## config.mk

```make
export PLATFORM = sky130hd
export DESIGN_NAME = pipe_issue_ctrl
export DESIGN_NICKNAME = d
export VERILOG_FILES = /design/src/rtl/pipe_issue_ctrl.sv
export SDC_FILE = /design/constraint.sdc
export NUM_CORES = 1
export LEC_CHECK = 0
export BUFFER_PORTS_ARGS = -buffer_cell sky130_fd_sc_hd__buf_2
export CORE_MARGIN = 4
export CORE_UTILIZATION = 27
export CTS_BUF_LIST = sky130_fd_sc_hd__clkbuf_4
export CTS_CLUSTER_DIAMETER = 100
export DETAILED_ROUTE_END_ITERATION = 8
export SYNTH_ARGS = -nofsm -noshare
export SYNTH_HDL_FRONTEND = slang
export SYNTH_SLANG_ARGS = --single-unit
```

## constraint.sdc

```tcl
create_clock -name clk -period 7 [get_ports clk]
set_input_delay 0.7 -clock clk [delete_from_list [all_inputs] [get_ports clk]]
set_output_delay 0.7 -clock clk [all_outputs]
set_load 0.01 [all_outputs]
```

## src/rtl/pipe_issue_ctrl.sv

```systemverilog
// rtl/pipe_issue_ctrl.sv - issue controller with RAW scoreboard, illegal-op drop and halt/drain
// Stalls read-after-write hazards for a 3-stage pipeline without forwarding.
module pipe_issue_ctrl #(
  parameter int SAT_W = 16
) (
  input  logic             clk,
  input  logic             reset,
  input  logic             in_valid,
  output logic             in_ready,
  input  logic [3:0]       in_func,
  input  logic [3:0]       in_rd,
  input  logic [3:0]       in_rs1,
  input  logic [3:0]       in_rs2,
  input  logic [7:0]       in_addr,
  input  logic             halt,
  output logic             iss_valid,
  output logic [3:0]       iss_func,
  output logic [3:0]       iss_rd,
  output logic [3:0]       iss_rs1,
  output logic [3:0]       iss_rs2,
  output logic [7:0]       iss_addr,
  output logic             illegal,
  output logic             done,
  output logic [SAT_W-1:0] issue_cnt,
  output logic [SAT_W-1:0] stall_cnt
);

  typedef enum logic [1:0] {RUN, DRAIN, DONE} state_t;

  state_t     state;
  logic [1:0] drain_cnt;
  logic       s1_v, s2_v;
  logic [3:0] s1_rd, s2_rd;

  logic use_rs1, use_rs2, legal, hazard, accept, stall_evt;

  always_comb begin
    use_rs1 = 1'b0;
    use_rs2 = 1'b0;
    case (in_func)
      4'd0, 4'd1, 4'd2, 4'd5, 4'd6, 4'd7: begin
        use_rs1 = 1'b1;
        use_rs2 = 1'b1;
      end
      4'd3, 4'd8, 4'd10, 4'd11: use_rs1 = 1'b1;
      4'd4, 4'd9:               use_rs2 = 1'b1;
      default: ;
    endcase
  end

  // Register r0 is an ordinary register here, so no index is exempt from matching.
  assign hazard = (use_rs1 && ((s1_v && s1_rd == in_rs1) || (s2_v && s2_rd == in_rs1))) ||
                  (use_rs2 && ((s1_v && s1_rd == in_rs2) || (s2_v && s2_rd == in_rs2)));

  assign legal     = (in_func < 4'd12);
  assign in_ready  = (state == RUN) && !halt && !hazard;
  assign accept    = in_valid && in_ready;
  assign stall_evt = (state == RUN) && in_valid && !halt && hazard;

  always_ff @(posedge clk) begin
    if (reset) begin
      state     <= RUN;
      drain_cnt <= 2'd0;
      s1_v      <= 1'b0;
      s2_v      <= 1'b0;
      s1_rd     <= 4'd0;
      s2_rd     <= 4'd0;
      iss_valid <= 1'b0;
      iss_func  <= 4'd0;
      iss_rd    <= 4'd0;
      iss_rs1   <= 4'd0;
      iss_rs2   <= 4'd0;
      iss_addr  <= 8'd0;
      illegal   <= 1'b0;
      done      <= 1'b0;
      issue_cnt <= '0;
      stall_cnt <= '0;
    end else begin
      s2_v  <= s1_v;
      s2_rd <= s1_rd;
      s1_v  <= accept && legal;
      iss_valid <= accept && legal;

      if (accept && legal) begin
        s1_rd    <= in_rd;
        iss_func <= in_func;
        iss_rd   <= in_rd;
        iss_rs1  <= in_rs1;
        iss_rs2  <= in_rs2;
        iss_addr <= in_addr;
        if (issue_cnt != '1) issue_cnt <= issue_cnt + 1'b1;
      end

      if (accept && !legal) illegal <= 1'b1;
      if (stall_evt && stall_cnt != '1) stall_cnt <= stall_cnt + 1'b1;

      // Three drain cycles cover write-back of an instruction accepted just before halt.
      case (state)
        RUN: begin
          if (halt) begin
            state     <= DRAIN;
            drain_cnt <= 2'd3;
          end
        end
        DRAIN: begin
          if (drain_cnt == 2'd1) begin
            state <= DONE;
            done  <= 1'b1;
          end else begin
            drain_cnt <= drain_cnt - 2'd1;
          end
        end
        DONE:    ;
        default: state <= RUN;
      endcase
    end
  end

endmodule
```

==> results.md <==
| Group | Quantity | Reported |
|---|---|---|
| pwr | Net switching fraction of the power | 24.2% |
| cts | Hold buffer count at CTS | 0 |
| placement | Half-perimeter wire length after placement | 5930 µm |
| pwr | Relative contribution of the clock network to total power | 40.3% |
| grt | Global-route wire length before repair | 13600 µm |
| logic synthesis | Post-synthesis average cell area | 9.10 µm² |
| grt | Via count of the first global-routing pass | 2724 |
| cts | Setup repair bufs after CTS | 0 |
| cts | Count of H-tree levels built during CTS | 3 |
| grt | Met2 track demand over resource | 19.9% |
| critical path | Worst EP required | 7.32 ns |
| logic synthesis | Dominant synthesized flop cell | sky130_fd_sc_hd__dfxtp_1 |
| sta | Unrepaired setup endpoints after global routing | no |
| critical path | Buffer and inverter count on the worst path | 0 |
| logic synthesis | Yosys warnings | 0 |
| grt | Global router's overall resource usage | 12.7% |
| drt | DRC violation count after routing | 0 |
| grt | Initial antenna violation count | 0 |
| cts | Clock Sink Count | 68 |
| logic synthesis | Top-count cell post-synth | sky130_fd_sc_hd__dfxtp_1 |
| pwr | Switching component of the power | 196 µW |
| grt | Met1 Track Usage GR | 16.0% |
| critical path | Worst Setup Path Type | register to register |
| grt | GRT Max-Usage Layer | met2 |
| final layout | Relative area change from synthesis to final layout | 22.8% |
| critical path | Worst path top cell family by delay | simple AND/OR/NAND/NOR gates |
| drt | Mean number of vias per cell | 4.87 |
| cts | Longest Clk Path Bufs | 2 |
| logic synthesis | Synth top cells by count | sky130_fd_sc_hd__dfxtp_1 (68), sky130_fd_sc_hd__nor2_1 (50), sky130_fd_sc_hd__mux2i_1 (25) |
| sta | Slew Viols, Final | 0 |
| sta | Crit path time final | 2.91 ns |
| placement | Buffers added on ports | 87 |
| sta | Total negative slack for setup checks | 0 ns |
| pwr | Maximum ir drop on the vdd rail | 0.0951 mV |
| die | Floorplan Core Area | 11500 µm² |
| critical path | Crit-path max FO | 46 |
| cts | TritonCTS clock tree | built |
| logic synthesis | Leading post-synthesis cells by cell area | sky130_fd_sc_hd__dfxtp_1 (43%), sky130_fd_sc_hd__mux2i_1 (7.8%), sky130_fd_sc_hd__nor2_1 (5.9%) |
| drt | Number of nets still failing antenna checks after routing | 0 |
| final layout | Antenna cell count | 0 |
| cts | Root cell of the clock tree | sky130_fd_sc_hd__clkbuf_4 |
| cts | Cts repair resizes | 0 |
| critical path | Worst path cell trace | xor2_1 > a2111o_1 > nor3_2 > o221ai_2 > nand3_4 > nor4_1 > mux2_2 |
| sta | Highest attainable clock frequency | 0.343 GHz |
| sta | Headroom to the max-slew limit | 47.3% |
| pwr | Share of power burned in combinational logic | 9.5% |
| logic synthesis | Number of instances in the synthesized netlist | 351 |
| die | Area of the die | 13600 µm² |
| drt | Per-cell routed wire length | 14.2 µm |
| drt | Via count of the routed design | 2834 |
| critical path | Cell at the slowest stage of the critical path | sky130_fd_sc_hd__nand3_4 |
| die | Die width | 117 µm |
| pwr | Cell-internal power | 613 µW |
| sta | Actual slew at the worst max-slew pin | 0.790 ns |
| logic synthesis | Post-synthesis cell area | 3190 µm² |
| worst hold path | Class of the most critical hold timing path | register to register |
| grt | Grt met3 use | 5.28% |
| die | Initial cell density of the core | 27.7% |
| cts | Insertion delay to the later sink of the worst-skew pair | 0.43 ns |
| logic synthesis | Async SR Flop Fraction | 0% |
| drt | Detailed Routing Iterations Pass 1 | 4 |
| logic synthesis | Area share of the largest cell type after synthesis | 42.6% |
| grt | Pin count of the biggest net entering global routing | 78 |
| grt | Gr ovfl total | 0 |
| critical path | Kind of launch point of the worst setup path | register |
| logic synthesis | EDFF count, synth | 0 |
| logic synthesis | Number of distinct standard cells referenced by the synthesized netlist | 56 |
| final layout | Proportion of layout cells with a drive suffix above 1 | 27.1% |
| status | Result of the run | finished clean |
| critical path | Critical path data arrival time | 3.23 ns |
| cts | Clock-pin slew reported for the worst setup and hold paths after clock tree synthesis | 0.11 ns |
| die | Die extent in y | 117 µm |
| critical path | Category of the worst setup path capture point | register |
| cts | CTS buffer count | 9 |
| sta | Part of the cycle the worst path needs | 41.6% |
| drt | DRT iter0 DRCs | 202 |
| logic synthesis | Post-synth top area cell | sky130_fd_sc_hd__dfxtp_1 |
| logic synthesis | Portion of the post-synthesis area used by sequential elements | 42.6% |
| placement | Final RePlAce weighted congestion | 0.733 |
| critical path | Crit path largest cell delay | 0.66 ns |
| pwr | Share of total power in sequential cells | 50.2% |
| pwr | Total power of the final layout | 809 µW |
| die | Cell Rows | 39 |
| pwr | Total power density per cell area | 206 nW/µm² |
| pwr | Cell leakage power | 1.81 nW |
| flow run | Max-cap violations | 0 |
| sta | Finish-stage setup viols | 0 |
| die | Boundary Pins | 88 |
| sta | Final-report hold violation count | 0 |
| logic synthesis | Number of synthesized register bits | 68 |
| final layout | Net count reported at finish | 465 |
| drt | Final WL | 8250 µm |
| logic synthesis | Post-Synthesis Net Count | 382 |
| sta | Clock skew after layout | 0.0137 ns |
power by group through the flow:
stage	registers (mW)	clock network (mW)	logic (mW)
3_3_place_gp	0.414	0	0.0757
5_1_grt	0.408	0.356	0.0861
6_report	0.406	0.325	0.0772
3_5_place_dp	0.415	0	0.0781
4_1_cts	0.406	0.344	0.0783
2_1_floorplan	0.417	0	0.0466
routing by layer:
metal,share of wire [%],wire length [µm]
met3,7.3,603
met5,0,0
met1,45,3670
met4,1.4,118
met2,47,3860
cell families (layout without fill, tap and decap cells):
logic type	Yosys count	in the layout	synth area share, %
buffers and inverters	28	116	3.68
adder cells (fa/ha/maj)	3	3	1.18
flip-flops	68	68	42.6
AO/OA/AOI/OAI	55	55	12.6
XOR/XNOR	15	15	4.11
AND/OR/NAND/NOR	147	147	24.4
multiplexers	35	35	11.4
sequential cells by signal, indices dropped and copies added (netlist names):
register and count:
s1_rd 4, iss_rs1 4, s1_v 1, state 2, issue_cnt 16, s2_v 1, done 1, s2_rd 4
iss_rs2 4, iss_addr 8, illegal 1, iss_func 4, stall_cnt 16, drain_cnt 2
worst paths after layout:
kind                            startpoint  slack, ns  cells after the start           end
worst max-delay path              s1_rd[2]       4.09                      7  issue_cnt[9]
worst min-delay path                  done       0.45                      2          done
worst max register to register    s1_rd[2]       4.09                      7  issue_cnt[9]
worst min register to register        done       0.45                      2          done
cell usage in the layout (no fill, tap or decap), drive strengths merged, types with 6 or more instances in the layout:
cell    Yosys  routed
nand3      11      11
mux2       10      10
dfxtp      68      68
xor2        9       9
a21oi      20      20
and3        9       9
o31ai       7       7
xnor2       6       6
nand4       8       8
mux2i      25      25
nor3        6       6
inv        12      12
nand2      17      17
or4         7       7
nor2       50      50
nor2b      17      17
clkbuf      8      10
buf         8      88
layout make-up:
cell class | count | area, µm²
flip-flops and latches | 68 | 1360
fillers | 1239 | 7600
inverters | 12 | 45.0
clock buffers | 10 | 75.1
multi-input cells | 255 | 1710
repair buffers | 88 | 443
clock inverters | 6 | 103
well taps | 143 | 179
worst min-delay path, stage by stage, from the launching register on:
cell	delay (ns)
sky130_fd_sc_hd__dfxtp_1	0.32
sky130_fd_sc_hd__inv_1	0.05
sky130_fd_sc_hd__a21oi_1	0.05
per-stage QoR:
| step | cell area (µm²) | instances | worst slack [ns] | hold slack (ns) | util [%] |
|---|---|---|---|---|---|
| 2_1_floorplan | 3190 | 351 | 4.41 | 0.470 | - |
| 3_3_place_gp | 3740 | 566 | 3.73 | 0.438 | 32.5 |
| 3_5_place_dp | 3740 | 566 | 3.66 | 0.440 | 32.5 |
| 4_1_cts | 3920 | 582 | 4.04 | 0.441 | 34.0 |
| 5_1_grt | 3920 | 582 | 3.79 | 0.462 | 34.0 |
| 6_report | 3920 | 582 | 4.09 | 0.455 | 34.0 |
Power figures use the tool's default switching activity.
